File: src/rtl/peripheral_bridge_ahb2apb_pkg.sv
// Shared types and constants for the AHB-Lite to APB4 bridge.
// The FSM state set, AHB encodings and the APB write-strobe helper live here.
package peripheral_ahb2apb_pkg;

    typedef enum logic [2:0] {
        IDLE,
        WDATA,
        SETUP,
        ACCESS,
        ERR1,
        ERR2
    } state_t;

    localparam logic [1:0] HTRANS_IDLE   = 2'b00;
    localparam logic [1:0] HTRANS_BUSY   = 2'b01;
    localparam logic [1:0] HTRANS_NONSEQ = 2'b10;
    localparam logic [1:0] HTRANS_SEQ    = 2'b11;

    localparam logic [2:0] HSIZE_B8  = 3'd0;
    localparam logic [2:0] HSIZE_B16 = 3'd1;
    localparam logic [2:0] HSIZE_B32 = 3'd2;
    localparam logic [2:0] HSIZE_B64 = 3'd3;

    localparam logic HRESP_OKAY  = 1'b0;
    localparam logic HRESP_ERROR = 1'b1;

    function automatic logic [3:0] gen_pstrb(input logic [2:0] hsize, input logic [1:0] addr);
        logic [3:0] strb;
        case (hsize)
            HSIZE_B8:  strb = 4'b0001 << addr;
            HSIZE_B16: strb = 4'b0011 << {addr[1], 1'b0};
            default:   strb = 4'hF;
        endcase
        return strb;
    endfunction

endpackage

File: src/rtl/peripheral_bridge_ahb2apb_if.sv
// AHB-Lite slave port plus APB4 master port of the bridge, bundled as one interface.
// slave = the bridge's view; master = the surrounding bus fabric / peripherals.
interface peripheral_bridge_ahb2apb_if #(
    parameter int PLEN       = 64,
    parameter int XLEN       = 64,
    parameter int PADDR_SIZE = 32,
    parameter int PDATA_SIZE = 32
);
    logic                  HSEL;
    logic [PLEN-1:0]       HADDR;
    logic [XLEN-1:0]       HWDATA;
    logic [XLEN-1:0]       HRDATA;
    logic                  HWRITE;
    logic [2:0]            HSIZE;
    logic [2:0]            HBURST;
    logic [3:0]            HPROT;
    logic [1:0]            HTRANS;
    logic                  HMASTLOCK;
    logic                  HREADY;
    logic                  HREADYOUT;
    logic                  HRESP;

    logic                  PSEL;
    logic                  PENABLE;
    logic [PADDR_SIZE-1:0] PADDR;
    logic                  PWRITE;
    logic [PDATA_SIZE-1:0] PWDATA;
    logic [3:0]            PSTRB;
    logic [2:0]            PPROT;
    logic [PDATA_SIZE-1:0] PRDATA;
    logic                  PREADY;
    logic                  PSLVERR;

    modport slave (
        input  HSEL, HADDR, HWDATA, HWRITE, HSIZE, HBURST, HPROT, HTRANS, HMASTLOCK, HREADY,
        output HRDATA, HREADYOUT, HRESP,
        output PSEL, PENABLE, PADDR, PWRITE, PWDATA, PSTRB, PPROT,
        input  PRDATA, PREADY, PSLVERR
    );

    modport master (
        output HSEL, HADDR, HWDATA, HWRITE, HSIZE, HBURST, HPROT, HTRANS, HMASTLOCK, HREADY,
        input  HRDATA, HREADYOUT, HRESP,
        input  PSEL, PENABLE, PADDR, PWRITE, PWDATA, PSTRB, PPROT,
        output PRDATA, PREADY, PSLVERR
    );

endinterface

File: src/rtl/peripheral_bridge_ahb2apb.sv
// AHB-Lite slave to APB4 master bridge, single clock (PCLK = HCLK).
// Every bus-facing output is a register loaded from the next-state decode.
module peripheral_bridge_ahb2apb
    import peripheral_ahb2apb_pkg::*;
#(
    parameter int PLEN       = 64,
    parameter int XLEN       = 64,
    parameter int PADDR_SIZE = 32,
    parameter int PDATA_SIZE = 32
) (
    input  logic HCLK,
    input  logic HRESETn,
    peripheral_bridge_ahb2apb_if.slave bus
);

    state_t                state_q, state_nxt;
    logic                  accept;
    logic                  lane_hi;
    logic [XLEN-1:0]       hwdata_sh;

    logic                  hreadyout_q;
    logic                  hresp_q;
    logic [XLEN-1:0]       hrdata_q;
    logic                  psel_q;
    logic                  penable_q;
    logic [PADDR_SIZE-1:0] paddr_q;
    logic                  pwrite_q;
    logic [PDATA_SIZE-1:0] pwdata_q;
    logic [3:0]            pstrb_q;
    logic [2:0]            pprot_q;

    // HREADYOUT is only high in IDLE/ERR2, so it doubles as the "may accept" qualifier.
    assign accept = bus.HSEL & bus.HREADY & bus.HTRANS[1] & hreadyout_q;

    assign lane_hi   = (XLEN == 64) ? paddr_q[2] : 1'b0;
    assign hwdata_sh = bus.HWDATA >> {lane_hi, 5'd0};

    always_ff @(posedge HCLK or negedge HRESETn) begin
        if (!HRESETn) state_q <= IDLE;
        else          state_q <= state_nxt;
    end

    always_comb begin
        state_nxt = state_q;
        case (state_q)
            IDLE, ERR2: begin
                state_nxt = IDLE;
                if (accept) begin
                    if (bus.HSIZE > HSIZE_B32) state_nxt = ERR1;
                    else if (bus.HWRITE)       state_nxt = WDATA;
                    else                       state_nxt = SETUP;
                end
            end
            WDATA:  state_nxt = SETUP;
            SETUP:  state_nxt = ACCESS;
            ACCESS: if (bus.PREADY) state_nxt = bus.PSLVERR ? ERR1 : IDLE;
            ERR1:   state_nxt = ERR2;
            default: state_nxt = IDLE;
        endcase
    end

    always_ff @(posedge HCLK or negedge HRESETn) begin
        if (!HRESETn) begin
            hreadyout_q <= 1'b1;
            hresp_q     <= HRESP_OKAY;
            hrdata_q    <= '0;
            psel_q      <= 1'b0;
            penable_q   <= 1'b0;
            paddr_q     <= '0;
            pwrite_q    <= 1'b0;
            pwdata_q    <= '0;
            pstrb_q     <= 4'h0;
            pprot_q     <= 3'b000;
        end else begin
            hreadyout_q <= state_nxt inside {IDLE, ERR2};
            hresp_q     <= (state_nxt inside {ERR1, ERR2}) ? HRESP_ERROR : HRESP_OKAY;
            psel_q      <= state_nxt inside {SETUP, ACCESS};
            penable_q   <= state_nxt == ACCESS;
            // Accept only happens with PSEL low, so the APB side never sees these move mid-transfer.
            if (accept) begin
                paddr_q  <= bus.HADDR[PADDR_SIZE-1:0];
                pwrite_q <= bus.HWRITE;
                pstrb_q  <= bus.HWRITE ? gen_pstrb(bus.HSIZE, bus.HADDR[1:0]) : 4'h0;
                pprot_q  <= {~bus.HPROT[0], 1'b0, bus.HPROT[1]};
            end
            if (state_q == WDATA) pwdata_q <= hwdata_sh[PDATA_SIZE-1:0];
            if (state_q == ACCESS && bus.PREADY && !bus.PSLVERR && !pwrite_q)
                hrdata_q <= {(XLEN/PDATA_SIZE){bus.PRDATA}};
        end
    end

    assign bus.HREADYOUT = hreadyout_q;
    assign bus.HRESP     = hresp_q;
    assign bus.HRDATA    = hrdata_q;
    assign bus.PSEL      = psel_q;
    assign bus.PENABLE   = penable_q;
    assign bus.PADDR     = paddr_q;
    assign bus.PWRITE    = pwrite_q;
    assign bus.PWDATA    = pwdata_q;
    assign bus.PSTRB     = pstrb_q;
    assign bus.PPROT     = pprot_q;

    logic unused_ok;
    assign unused_ok = &{1'b0, bus.HBURST, bus.HMASTLOCK, bus.HPROT[3:2], bus.HTRANS[0],
                         bus.HADDR, hwdata_sh};

endmodule
File: src/flat_wrapper.sv
// flat-port wrapper written by rule: the top's interface ports become plain ports
module peripheral_bridge_ahb2apb_flat import peripheral_ahb2apb_pkg::*;
#(
    parameter int PLEN       = 64,
    parameter int XLEN       = 64,
    parameter int PADDR_SIZE = 32,
    parameter int PDATA_SIZE = 32
)
  (HCLK, HRESETn, bus_HSEL, bus_HADDR, bus_HWDATA, bus_HWRITE, bus_HSIZE, bus_HBURST, bus_HPROT, bus_HTRANS, bus_HMASTLOCK, bus_HREADY, bus_HRDATA, bus_HREADYOUT, bus_HRESP, bus_PSEL, bus_PENABLE, bus_PADDR, bus_PWRITE, bus_PWDATA, bus_PSTRB, bus_PPROT, bus_PRDATA, bus_PREADY, bus_PSLVERR);
  peripheral_bridge_ahb2apb_if #(.PLEN(PLEN), .XLEN(XLEN), .PADDR_SIZE(PADDR_SIZE), .PDATA_SIZE(PDATA_SIZE)) bus_i ();
  input  logic HCLK;
  input  logic HRESETn;
  input wire logic [$bits(bus_i.HSEL)-1:0] bus_HSEL;
  input wire logic [$bits(bus_i.HADDR)-1:0] bus_HADDR;
  input wire logic [$bits(bus_i.HWDATA)-1:0] bus_HWDATA;
  input wire logic [$bits(bus_i.HWRITE)-1:0] bus_HWRITE;
  input wire logic [$bits(bus_i.HSIZE)-1:0] bus_HSIZE;
  input wire logic [$bits(bus_i.HBURST)-1:0] bus_HBURST;
  input wire logic [$bits(bus_i.HPROT)-1:0] bus_HPROT;
  input wire logic [$bits(bus_i.HTRANS)-1:0] bus_HTRANS;
  input wire logic [$bits(bus_i.HMASTLOCK)-1:0] bus_HMASTLOCK;
  input wire logic [$bits(bus_i.HREADY)-1:0] bus_HREADY;
  output wire logic [$bits(bus_i.HRDATA)-1:0] bus_HRDATA;
  output wire logic [$bits(bus_i.HREADYOUT)-1:0] bus_HREADYOUT;
  output wire logic [$bits(bus_i.HRESP)-1:0] bus_HRESP;
  output wire logic [$bits(bus_i.PSEL)-1:0] bus_PSEL;
  output wire logic [$bits(bus_i.PENABLE)-1:0] bus_PENABLE;
  output wire logic [$bits(bus_i.PADDR)-1:0] bus_PADDR;
  output wire logic [$bits(bus_i.PWRITE)-1:0] bus_PWRITE;
  output wire logic [$bits(bus_i.PWDATA)-1:0] bus_PWDATA;
  output wire logic [$bits(bus_i.PSTRB)-1:0] bus_PSTRB;
  output wire logic [$bits(bus_i.PPROT)-1:0] bus_PPROT;
  input wire logic [$bits(bus_i.PRDATA)-1:0] bus_PRDATA;
  input wire logic [$bits(bus_i.PREADY)-1:0] bus_PREADY;
  input wire logic [$bits(bus_i.PSLVERR)-1:0] bus_PSLVERR;
  assign bus_i.HSEL = bus_HSEL;
  assign bus_i.HADDR = bus_HADDR;
  assign bus_i.HWDATA = bus_HWDATA;
  assign bus_i.HWRITE = bus_HWRITE;
  assign bus_i.HSIZE = bus_HSIZE;
  assign bus_i.HBURST = bus_HBURST;
  assign bus_i.HPROT = bus_HPROT;
  assign bus_i.HTRANS = bus_HTRANS;
  assign bus_i.HMASTLOCK = bus_HMASTLOCK;
  assign bus_i.HREADY = bus_HREADY;
  assign bus_HRDATA = bus_i.HRDATA;
  assign bus_HREADYOUT = bus_i.HREADYOUT;
  assign bus_HRESP = bus_i.HRESP;
  assign bus_PSEL = bus_i.PSEL;
  assign bus_PENABLE = bus_i.PENABLE;
  assign bus_PADDR = bus_i.PADDR;
  assign bus_PWRITE = bus_i.PWRITE;
  assign bus_PWDATA = bus_i.PWDATA;
  assign bus_PSTRB = bus_i.PSTRB;
  assign bus_PPROT = bus_i.PPROT;
  assign bus_i.PRDATA = bus_PRDATA;
  assign bus_i.PREADY = bus_PREADY;
  assign bus_i.PSLVERR = bus_PSLVERR;
  peripheral_bridge_ahb2apb #(.PLEN(PLEN), .XLEN(XLEN), .PADDR_SIZE(PADDR_SIZE), .PDATA_SIZE(PDATA_SIZE)) u_core (.HCLK(HCLK), .HRESETn(HRESETn), .bus(bus_i));
endmodule
File: config.mk
export PLATFORM = sky130hd
export DESIGN_NAME = peripheral_bridge_ahb2apb_flat
export DESIGN_NICKNAME = d
export VERILOG_FILES = /design/src/rtl/peripheral_bridge_ahb2apb_pkg.sv /design/src/rtl/peripheral_bridge_ahb2apb_if.sv /design/src/rtl/peripheral_bridge_ahb2apb.sv /design/src/flat_wrapper.sv
export SDC_FILE = /design/constraint.sdc
export NUM_CORES = 1
export LEC_CHECK = 0
export CORE_AREA = 2 2 126 128
export DETAILED_ROUTE_END_ITERATION = 12
export DIE_AREA = 0 0 128 130
export GPL_TIMING_DRIVEN = 0
export HOLD_SLACK_MARGIN = 0.15
export PLACE_DENSITY = 0.71
export SLEW_MARGIN = 20
export SYNTH_ARGS = -nofsm -noshare
export SYNTH_HDL_FRONTEND = slang
export SYNTH_SLANG_ARGS = --single-unit
File: constraint.sdc
create_clock -name HCLK -period 1.7 [get_ports HCLK]
set_input_delay 0.51 -clock HCLK [delete_from_list [all_inputs] [get_ports HCLK]]
set_output_delay 0.51 -clock HCLK [all_outputs]
set_load 0.02 [all_outputs]
# Word level (Yosys, flattened, before mapping)
# Index checks and enable logic that the tools add are counted.
[totals]
out_inout_bits = 140
register_bits = 142
elab_cells = 50
inputBits = 180
[op_classes]
n_lt_le_gt_ge = 1
muxes = 9
n_eq_ne = 10
reduce_logical = 12
shift = 3
bitwise_logic = 4
[op_table]
columns = ["operator", "count"]
rows = [
  ["64-bit by 6-bit right shift with 32-bit output", 1],
  ["3-bit case mux with 5 select lines", 1],
  ["3-bit by 2-bit equality test with 1-bit output (second input constant)", 4],
  ["3-bit equality test (second input constant)", 4],
  ["3-bit two-way mux", 4],
  ["3-bit zero test", 3],
  ["4-bit case mux with 2 select lines", 1],
  ["3-bit by 1-bit equality test with 1-bit output (second input constant)", 2],
  ["2-bit nonzero test", 3],
  ["4-bit two-way mux", 1],
  ["1-bit by 2-bit left shift with 4-bit output (first input constant)", 1],
  ["2-bit by 2-bit left shift with 4-bit output (first input constant)", 1],
  ["1-bit bitwise AND", 3],
  ["3-bit by 2-bit greater-than comparator with 1-bit output (second input constant)", 1],
  ["1-bit logical AND", 3],
  ["1-bit zero test", 2],
  ["2-bit two-way mux", 1],
  ["2-bit OR reduction", 1],
  ["1-bit two-way mux", 1],
  ["1-bit inverter", 1],
]

# Longest topological paths before layout
# Gate-level depths: netlist of the first run.
[logic_depth]
word_depth = 8
ltp_mapped = 6
mapped_depth_nobuf = 4

# Worst setup path before layout of the first run
# No wires, ideal clock.
[synth_path]
path_kind = "input to register"
startpoint = "in bus_PSLVERR"
endpoint = "reg u_core.hrdata_q[31] (netlist: u_core.bus.HRDATA[31])"
n_path_buf = 1
arrival_ns = 1.300
t_required_ns = 1.575
setup_ns = 0.125
setup_slack_ns = 0.275
cell_stages = 4
path_cell_list = "nor2_1 -> nand4_4 -> buf_6 -> mux2_4"
[synth_via]
elab_chain_len = 3
[synth_rtl]
columns = ["element", "line_no", "source"]
rows = [
  ["from (decl)", "flat_wrapper.sv:35", "input wire logic [$bits(bus_i.PSLVERR)-1:0] bus_PSLVERR;"],
  ["1-bit zero test", "peripheral_bridge_ahb2apb.sv:87", "if (state_q == ACCESS && bus.PREADY && !bus.PSLVERR && !pwrite_q)"],
  ["1-bit logical AND (2 in series)", "peripheral_bridge_ahb2apb.sv:87", ""],
  ["to (signal assigned)", "peripheral_bridge_ahb2apb.sv:88", "hrdata_q <= {(XLEN/PDATA_SIZE){bus.PRDATA}};"],
  ["to (decl)", "peripheral_bridge_ahb2apb.sv:23", "logic [XLEN-1:0] hrdata_q;"],
]
# Every way passes these cells.
# A chain may end at the register's enable or synchronous reset.

# Worst setup path after layout of the first run
[layout_path]
startpoint = "reg u_core.hrdata_q[47] (netlist: u_core.bus.HRDATA[47])"
endpoint = "out bus_HRDATA[47]"
[layout_lines]
columns = ["element", "line_no", "source"]
rows = [
  ["to (decl)", "flat_wrapper.sv:23", "output wire logic [$bits(bus_i.HRDATA)-1:0] bus_HRDATA;"],
]
# No word-level cell between the ends.

==> results of run 1 <==
## cell usage in the layout (no fill, tap or decap), types with 3 or more instances in the layout
cell type / count
buf_4: 45
a31o_2: 3
clkbuf_16: 9
nor2_1: 36
mux2i_1: 32
clkdlybuf4s15_1: 5
clkbuf_1: 7
dfrtp_1: 109
clkdlybuf4s15_2: 3
dlygate4sd2_1: 105
a21oi_1: 34
buf_2: 17
clkbuf_2: 18
buf_6: 6
o21ai_0: 7
nand2_1: 96
mux2_4: 30
clkdlybuf4s50_1: 139
a22o_1: 4
## worst max-delay path: cells and delay by family (launching register included)
family | cells | cell delay (ps)
flops | 1 | 400
buf+inv | 2 | 400
## per-layer routing
metal | wire length, um | part of all wire (%) | global-route usage, % | vias up
met5 | 0 | 0 | 0 | -
met4 | 337 | 2.3 | 6.723 | 0
met3 | 1003 | 6.9 | 4.182 | 24
met2 | 7433 | 51 | 29.92 | 151
met1 | 5718 | 39 | 19.86 | 2001
li1 | - | - | - | 2014
## what timing repair did
| item | CTS | global route |
|---|---|---|
| hold buffers | 1 | 0 |
| endpoints found under the hold margin | 36 | 0 |
| gates cloned | 0 | 0 |
| setup endpoints to repair | 176 | 28 |
| gates resized for setup | 191 | 24 |
| buffers inserted | 8 | 0 |
## path summary, 6_finish.rpt
check                                      start  slack (ps)               endpoint  cells past startpoint
hold / removal              u_core.bus.PADDR[29]         470   u_core.bus.PADDR[29]                      2
max in group asynchronous                HRESETn         350   u_core.bus.HREADYOUT                      3
setup reg to reg               u_core.state_q[1]         210  u_core.bus.PWDATA[26]                      5
hold reg to reg             u_core.bus.PADDR[29]         470   u_core.bus.PADDR[29]                      2
min in group asynchronous                HRESETn         650   u_core.bus.PADDR[20]                      2
setup / recovery           u_core.bus.HRDATA[47]          40         bus_HRDATA[47]                      2
## area by class of cell
cell class | instances | area [um^2]
plain buffers | 57 | 404.1
clock buffers | 13 | 250.2
clock inverters | 3 | 43.79
fillers | 1420 | 7302
inverters | 2 | 7.507
multi-input cells | 267 | 1799
flip-flops and latches | 110 | 2754
well taps | 192 | 240.2
repair buffers | 287 | 2624
## through the flow
| stage | cell area, um^2 | hold WS, ps | cells | power, W | utilization, % |
|---|---|---|---|---|---|
| floorplan | 4947 | 214.4 | 437 | 0.009593 | - |
| global placement | 7980 | 459.7 | 908 | 0.01364 | 51.74 |
| detailed placement | 8009 | 432.6 | 909 | 0.01387 | 51.92 |
| CTS | 8210 | 476.5 | 933 | 0.01509 | 53.23 |
| global route | 8123 | 509.3 | 931 | 0.01572 | 52.66 |
| finish | 8123 | 471.3 | 931 | 0.01480 | 52.66 |
## synth_stat cells (2+ instances only)
cell type / n
buf_4: 37
mux2_2: 2
a2bb2oi_1: 2
dfrtp_1: 109
clkbuf_1: 5
nor3b_1: 2
buf_6: 5
mux2_4: 30
a21oi_1: 34
inv_1: 2
buf_2: 11
mux2i_1: 32
a31o_2: 3
o21ai_0: 7
nor2_1: 36
a22o_1: 4
nand2b_1: 2
nand2_1: 96
## power breakdown
part	internal [W]	switching [W]
sequential	0.00386	0.000744
clock	0.00119	0.000926
combinational	0.00374	0.00434
total	0.00879	0.00601
## flip-flops by register name, indices dropped and copies added (netlist names)
name / count
u_core.bus.PPROT: 2
u_core.bus.PWDATA: 32
u_core.bus.PWRITE: 1
u_core.bus.HREADYOUT: 1
u_core.bus.PADDR: 32
u_core.bus.PENABLE: 1
u_core.bus.HRDATA: 32
u_core.bus.PSTRB: 4
u_core.bus.PSEL: 1
u_core.state_q: 3
u_core.bus.HRESP: 1
## cells by family (layout without fill, tap and decap cells)
group	Yosys count	after routing	share of synthesized area (%)
xor gates and xnor gates	2	2	0.7335
DFF	110	110	55.67
AOI/OAI and AO/OA	56	56	6.879
other	1	1	0.07580
muxes	64	64	16.03
and+or+nand+nor	144	144	12.22
buffers and inverters	60	362	8.397
==> impl_metrics.toml, run 1 <==
[min_path]
hold_path.class = "reg -> reg"

[logic_synthesis]
synthesis.area_um2 = 4947
synthesis.area_per_instance_um2 = 11.32
synth_top_cell_area_share_pct = 55.13
syn-instance-count = 437
synth_fp_nets = 617
synth_ff_type = "dfrtp_1"
proportion_of_register_bits_with_asynchronous_set_or_reset_after_synthesis_pct = 100.0
synth_top_cells_by_area = "dfrtp_1, mux2_4, nand2_1, mux2i_1, buf_4"
netlist-cell-type-count = 36
yosysWarnings = 0
synth-edff-count = 0
synth_seq_cells = 110
synth_top_area_cell = "dfrtp_1"
share_of_the_yosys_chip_area_belonging_to_registers_pct = 55.67

[power]
power.density_cell_area_nw_per_um2 = 1822
maximum_vdd_drop_mv = 0.6806
p_leak_nw = 3.993

[sta]
maxSlewHeadroom_pct = 64.90
final_period_minus_worst_setup_slack_ps = 1659
timing.final.max_slew_violations = 0
final_min_period_over_clock_period_pct = 97.58
setup-tns-final_ps = 0
report.final.setup_viol = 0
timing_worst_slew_pin_value_ps = 526.5
maxClockFrequency_mhz = 602.8
final.setup.worst_slack_ps = 41.11
worst_clock_skew_ps = 10.99
timing.final.hold_violations = 0
unrepaired_setup_endpoints_after_global_routing = "false"

[drt]
wl_um = 14490
detailedRoute.firstIterationViolations = 144
drt-pass1-iter-count = 4
via_per_inst = 4.501
route.antenna.remaining_nets = 0
via_count = 4190
detail_route.wl_per_cell_um = 15.57
remaining_routing_drc_violations = 0

[critical_path]
end_kind = "primary output"
worstPathRequired_ps = 1190
highest_delay_cell_along_the_critical_path = "dfrtp_1"
worstPathCellList = "buf_4, clkdlybuf4s15_1"
worst_setup_path_start_kind = "flop"
path_max_fanout = 3
critPathKind = "reg -> out"
worst_path_largest_cell_delay_ps = 400
worstPathArrival_ps = 1150

[die]
floorplan.initialDensity_pct = 32.07
core.rowCount = 46
core_region_area_um2 = 15420
die_y_um = 130
die_w_um = 128
top_level_ports = 320
die_area_um2 = 16640

[global_route]
grtUsageTotal_pct = 16.92
grt_overflow_total = 0
antenna_found_initial = 0
grt_pass1_wl_um = 22150
grt_start_max_net_pins = 75
grt_pass1_vias = 4342

[cts]
tritoncts_clock_tree = "built"
tritoncts.num_buffers = 9
clockBufferDepth = 2
h-tree-depth = 3
clkSinkCount = 110
clock_latency_ps = 340
worst_setup_hold_path_clk_slew_ps = 70
cts_root_buffer = "clkbuf_16"

[placed_design]
placement.io_buffers = 279
dp_worst_setup_slack_ps = -443.4
dp_hpwl_um = 11250
place.gp.congestion = 0.7588

[layout]
final_layout_net_count = 914
antenna_cells = 0
area_growth_syn_to_layout_pct = 64.19
post_route_cells_drive_above_1_share_pct = 19.76

[outcome]
run_status = "completed"

[run]
timing.max_cap.violations = 0
(Power assumes the default switching activity.)
==> inputs of run 2 (changes only) <==
--- a/config.mk
+++ b/config.mk
@@ -5,13 +5,13 @@
 export SDC_FILE = /design/constraint.sdc
 export NUM_CORES = 1
 export LEC_CHECK = 0
-export CORE_AREA = 2 2 126 128
+export ABC_AREA = 1
+export CORE_AREA = 2 2 125 127
 export DETAILED_ROUTE_END_ITERATION = 12
-export DIE_AREA = 0 0 128 130
+export DIE_AREA = 0 0 127 129
 export GPL_TIMING_DRIVEN = 0
 export HOLD_SLACK_MARGIN = 0.15
-export PLACE_DENSITY = 0.71
-export SLEW_MARGIN = 20
+export PLACE_DENSITY = 0.72
 export SYNTH_ARGS = -nofsm -noshare
 export SYNTH_HDL_FRONTEND = slang
 export SYNTH_SLANG_ARGS = --single-unit
==> impl_metrics.toml, run 2 <==
[outcome]
run_status = "completed"

[global_route]
grt_pass1_vias = 4340
grt_pass1_wl_um = 21710
antenna_found_initial = 0
grtUsageTotal_pct = 16.76
grt_overflow_total = 0
grt_start_max_net_pins = 60

[sta]
maxSlewHeadroom_pct = 54.44
timing.final.max_slew_violations = 0
report.final.setup_viol = 0
worst_clock_skew_ps = 10.76
timing.final.hold_violations = 0
final.setup.worst_slack_ps = 40.91
final_min_period_over_clock_period_pct = 97.59
final_period_minus_worst_setup_slack_ps = 1659
maxClockFrequency_mhz = 602.7
timing_worst_slew_pin_value_ps = 683.4

[cts]
clockBufferDepth = 2
hold_buf_count_cts = 0
clock_latency_ps = 350
worst_setup_hold_path_clk_slew_ps = 80
cts_root_buffer = "clkbuf_16"
tritoncts.num_buffers = 9
tritoncts_clock_tree = "built"
h-tree-depth = 3
clkSinkCount = 110

[die]
die_w_um = 127
die_area_um2 = 16380
top_level_ports = 320
floorplan.initialDensity_pct = 32.61
core.rowCount = 45
core_region_area_um2 = 14980
die_y_um = 129

[logic_synthesis]
share_of_the_yosys_chip_area_belonging_to_registers_pct = 56.38
synthMostInstantiatedCell = "dfrtp_1"
synth_top_area_cell = "dfrtp_1"
synthesis.area_per_instance_um2 = 11.33
synth.top_cells.by_count = "dfrtp_1, nor2_1, nand2_1, buf_4, mux2_2"
synth_top_cells_by_area = "dfrtp_1, mux2_4, mux2_2, nor2_1, buf_4"
yosysWarnings = 0
synth_ff_type = "dfrtp_1"
synth_top_cell_area_share_pct = 55.84
synthesis.area_um2 = 4885
synth-edff-count = 0
synth_seq_cells = 110
syn-instance-count = 431
netlist-cell-type-count = 23
synth_fp_nets = 611
proportion_of_register_bits_with_asynchronous_set_or_reset_after_synthesis_pct = 100.0

[power]
maximum_vdd_drop_mv = 0.7443
power.density_cell_area_nw_per_um2 = 1819
p_leak_nw = 3.944

[critical_path]
end_kind = "primary output"
path_delay_family = "buffers and inverters"
crit_buf_inv = 3
highest_delay_cell_along_the_critical_path = "dfrtp_1"
worst_path_largest_cell_delay_ps = 390
path_max_fanout = 2
worstPathCellList = "buf_4, buf_4, buf_2"
crit_top_cell = "buf_4"
worst_setup_path_start_kind = "flop"
worstPathArrival_ps = 1150
critPathKind = "reg -> out"
worstPathRequired_ps = 1190

[placed_design]
placement.io_buffers = 279
dp_worst_setup_slack_ps = -483.3
area_after_detailed_placement_um2 = 7938
place.gp.congestion = 0.7991
dp_hpwl_um = 10750

[layout]
post_route_cells_drive_above_1_share_pct = 22.85
n_fill_cell = 1357
area_growth_syn_to_layout_pct = 64.50
final_cell_mix = "clkdlybuf4s50_1, dfrtp_1, dlygate4sd2_1"
final_layout_net_count = 906
antenna_cells = 0
most_common_cell_after_layout_fill_and_taps_aside = "clkdlybuf4s50_1"
layout.cell_area.non_filler_um2 = 8035

[run]
timing.max_cap.violations = 0

[drt]
remaining_routing_drc_violations = 0
wl_um = 13760
via_per_inst = 4.521
via_count = 4155
drt-pass1-iter-count = 5
detailedRoute.firstIterationViolations = 129
route.antenna.remaining_nets = 0
detail_route.wl_per_cell_um = 14.97

[min_path]
hold_path.class = "in -> async"
-- run 2: routing by layer --
| layer | up-vias | part of all wire, % | track usage [%] |
|---|---|---|---|
| li1 | 1991 | - | - |
| met1 | 1961 | 39 | 19.09 |
| met5 | - | 0 | 0 |
| met3 | 20 | 7.2 | 3.701 |
| met2 | 183 | 51 | 30.80 |
| met4 | 0 | 1.9 | 6.399 |
-- run 2: layout make-up --
class	count	area, um^2	share of cell area [%]
plain buffers	54	391.6	4.874
clock buffers	11	242.7	3.021
clock inverters	5	41.29	0.5139
inverters	13	48.80	0.6073
multi-input cells	254	1729	21.52
flip-flops and latches	110	2754	34.27
well taps	188	235.2	2.927
repair buffers	284	2592	32.26
-- run 2: per-stage QoR --
step / utilization [%] / std cells / setup TNS [ps] / hold slack, ps / power, W
after detailed placement: 53.00 / 899 / -21460 / 472.6 / 0.01387
after global routing: 53.65 / 919 / -0.5196 / 237.5 / 0.01554
after CTS: 54.22 / 919 / 0 / 207.9 / 0.01488
after floorplan: - / 431 / 0 / 214.4 / 0.009503
after global placement: 52.83 / 898 / -466880 / 465.1 / 0.01370
final: 53.65 / 919 / 0 / 187.6 / 0.01461
-- run 2: final timing paths --
check	startpoint	endpoint	cells after the start	slack (ps)
max	u_core.bus.HRDATA[53]	bus_HRDATA[53]	3	40
min	HRESETn	u_core.bus.HRDATA[43]	1	190
max reg2reg	u_core.bus.HREADYOUT	u_core.bus.PPROT[0]	4	140
min reg2reg	u_core.bus.PWDATA[8]	u_core.bus.PWDATA[8]	2	480
max in group asynchronous	HRESETn	u_core.bus.HREADYOUT	2	760
min in group HCLK	u_core.bus.PWDATA[8]	u_core.bus.PWDATA[8]	2	480
-- run 2: report_power, final --
part	switching, W	internal [W]
logic	0.00433	0.00358
clock network	0.000970	0.00105
registers	0.000763	0.00392
total	0.00606	0.00855
-- run 2: cell families after synthesis --
kind of cell	count (synthesis)	share of synthesized area, %
simple gates	138	11.27
flops	110	56.38
buf+inv	67	8.427
mux	63	16.83
compound gates	52	7.018
other cells	1	0.07677
-- run 2: repair_timing --
action,CTS,global route
gates resized for setup,186,32
pin swaps,0,1
setup buffers,4,0
setup endpoints to repair,173,73
==> inputs of run 3 (changes only) <==
--- a/config.mk
+++ b/config.mk
@@ -11,7 +11,7 @@
 export DIE_AREA = 0 0 127 129
 export GPL_TIMING_DRIVEN = 0
 export HOLD_SLACK_MARGIN = 0.15
-export PLACE_DENSITY = 0.72
+export PLACE_DENSITY = 0.73
 export SYNTH_ARGS = -nofsm -noshare
 export SYNTH_HDL_FRONTEND = slang
 export SYNTH_SLANG_ARGS = --single-unit
==> impl_metrics.toml, run 3 (synthesis results as in run 2) <==
[outcome]
run_status = "completed"

[drt]
remaining_routing_drc_violations = 0
via_per_inst = 4.582
detailedRoute.firstIterationViolations = 169
via_count = 4220
route.antenna.remaining_nets = 0
wl_um = 14420
detail_route.wl_per_cell_um = 15.65
drt-pass1-iter-count = 4

[placed_design]
place.gp.congestion = 0.7928
placement.io_buffers = 279
dp_worst_setup_slack_ps = -444.9
dp_hpwl_um = 11340

[cts]
tritoncts.num_buffers = 9
cts_root_buffer = "clkbuf_16"
hold_buf_count_cts = 0
clock_latency_ps = 350
tritoncts_clock_tree = "built"
clockBufferDepth = 2
clkSinkCount = 110
worst_setup_hold_path_clk_slew_ps = 80
h-tree-depth = 3

[die]
top_level_ports = 320
die_w_um = 127
die_y_um = 129
floorplan.initialDensity_pct = 32.61
die_area_um2 = 16380
core.rowCount = 45
core_region_area_um2 = 14980

[sta]
setup-tns-final_ps = 0
report.final.setup_viol = 0
final.setup.worst_slack_ps = 35.90
final_period_minus_worst_setup_slack_ps = 1664
timing_worst_slew_pin_value_ps = 718.1
final_min_period_over_clock_period_pct = 97.89
maxClockFrequency_mhz = 600.9
maxSlewHeadroom_pct = 52.13
unrepaired_setup_endpoints_after_global_routing = "false"
worst_clock_skew_ps = 7.732
hold_slack_ps = 203.9
timing.final.max_slew_violations = 0
timing.final.hold_violations = 0

[layout]
final_layout_net_count = 908
area_growth_syn_to_layout_pct = 65.34
post_route_cells_drive_above_1_share_pct = 23.60
most_common_cell_after_layout_fill_and_taps_aside = "clkdlybuf4s50_1"
antenna_cells = 0
n_fill_cell = 1365
final_cell_mix = "clkdlybuf4s50_1, dfrtp_1, dlygate4sd2_1"

[power]
maximum_vdd_drop_mv = 0.7695
p_leak_nw = 3.979
power.density_cell_area_nw_per_um2 = 1850
post-layout-total-power_w = 0.01494

[critical_path]
path_delay_family = "buffers and inverters"
setup.reg_to_reg.worst_slack_ps = 150
critical_path.startpoint = "u_core.bus.HRDATA[32]"
worstPathArrival_ps = 1150
worst_setup_path_start_kind = "flop"
worst-path-stages = 2
crit_buf_inv = 2
ff2ff_path_depth = 4
path_max_fanout = 3
rr_startpoint = "u_core.bus.HREADYOUT"
reg2reg_to = "u_core.bus.PADDR[31]"
end_kind = "primary output"
critPathKind = "reg -> out"
worstPathRequired_ps = 1190
worstPathCellList = "buf_4, clkdlybuf4s15_1"
crit_end = "bus_HRDATA[32]"
highest_delay_cell_along_the_critical_path = "dfrtp_1"
worst_path_largest_cell_delay_ps = 400

[global_route]
grt_overflow_total = 0
grt_pass1_wl_um = 23180
antenna_found_initial = 0
grtUsageTotal_pct = 17.91
grt_start_max_net_pins = 60
grt_pass1_vias = 4431

[run]
timing.max_cap.violations = 0

[min_path]
hold_path.class = "in -> async"
[run 3: cell count changes in the layout (fill, tap and decap cells not counted)]
cell,change
clkdlybuf4s15_2,+2
clkbuf_8,-1
buf_6,-3
clkinv_4,+1
buf_2,-1
clkdlybuf4s15_1,-3
clkbuf_1,-1
buf_4,+6
clkbuf_2,+1
bufinv_16,+2
clkinvlp_4,-2
inv_6,-1
clkinv_2,+2
[run 3: worst min-delay path by stage]
stage	start	end	depth (start not counted)
floorplan	HRESETn	u_core.bus.HRDATA[31]	0
global placement	u_core.bus.PWDATA[29]	u_core.bus.PWDATA[29]	2
detailed placement	u_core.bus.PWDATA[29]	u_core.bus.PWDATA[29]	2
CTS	HRESETn	u_core.bus.HRDATA[49]	1
global route	HRESETn	u_core.bus.HRDATA[49]	1
finish	HRESETn	u_core.bus.HRDATA[49]	1
[run 3: stage by stage]
step | utilization [%] | area, um^2 | std cells
after floorplan | - | 4885 | 431
after global placement | 52.83 | 7913 | 898
after detailed placement | 53.00 | 7938 | 899
after CTS | 54.55 | 8170 | 921
after global routing | 53.93 | 8077 | 921
final | 53.93 | 8077 | 921
[run 3: layer usage]
layer	vias to the layer above	part of all wire, %	global-route usage (%)
met2	187	50	31.63
met5	-	0	0
met1	2019	40	21.38
met4	0	1.9	6.852
met3	19	7.8	4.075
li1	1995	-	-
[run 3: where the power goes]
part,switching [W],internal [W],leakage [nW]
Clock,0.000981,0.00130,0.160
Sequential,0.000779,0.00392,1.34
Combinational,0.00435,0.00361,2.48
Total,0.00611,0.00883,3.98
[run 3: final cells by class]
type / instances / area (um^2) / area share [%]
multi-input cells: 254 / 1729 / 21.41
well taps: 188 / 235.2 / 2.912
clock buffers: 9 / 225.2 / 2.789
inverters: 13 / 48.80 / 0.6042
plain buffers: 54 / 380.4 / 4.710
repair buffers: 286 / 2608 / 32.29
clock inverters: 7 / 96.34 / 1.193
flip-flops and latches: 110 / 2754 / 34.10
[run 3: repair_timing]
item | CTS | global route
endpoints found under the setup margin | 171 | 67
resized for setup | 190 | 29
setup buffers | 6 | 1
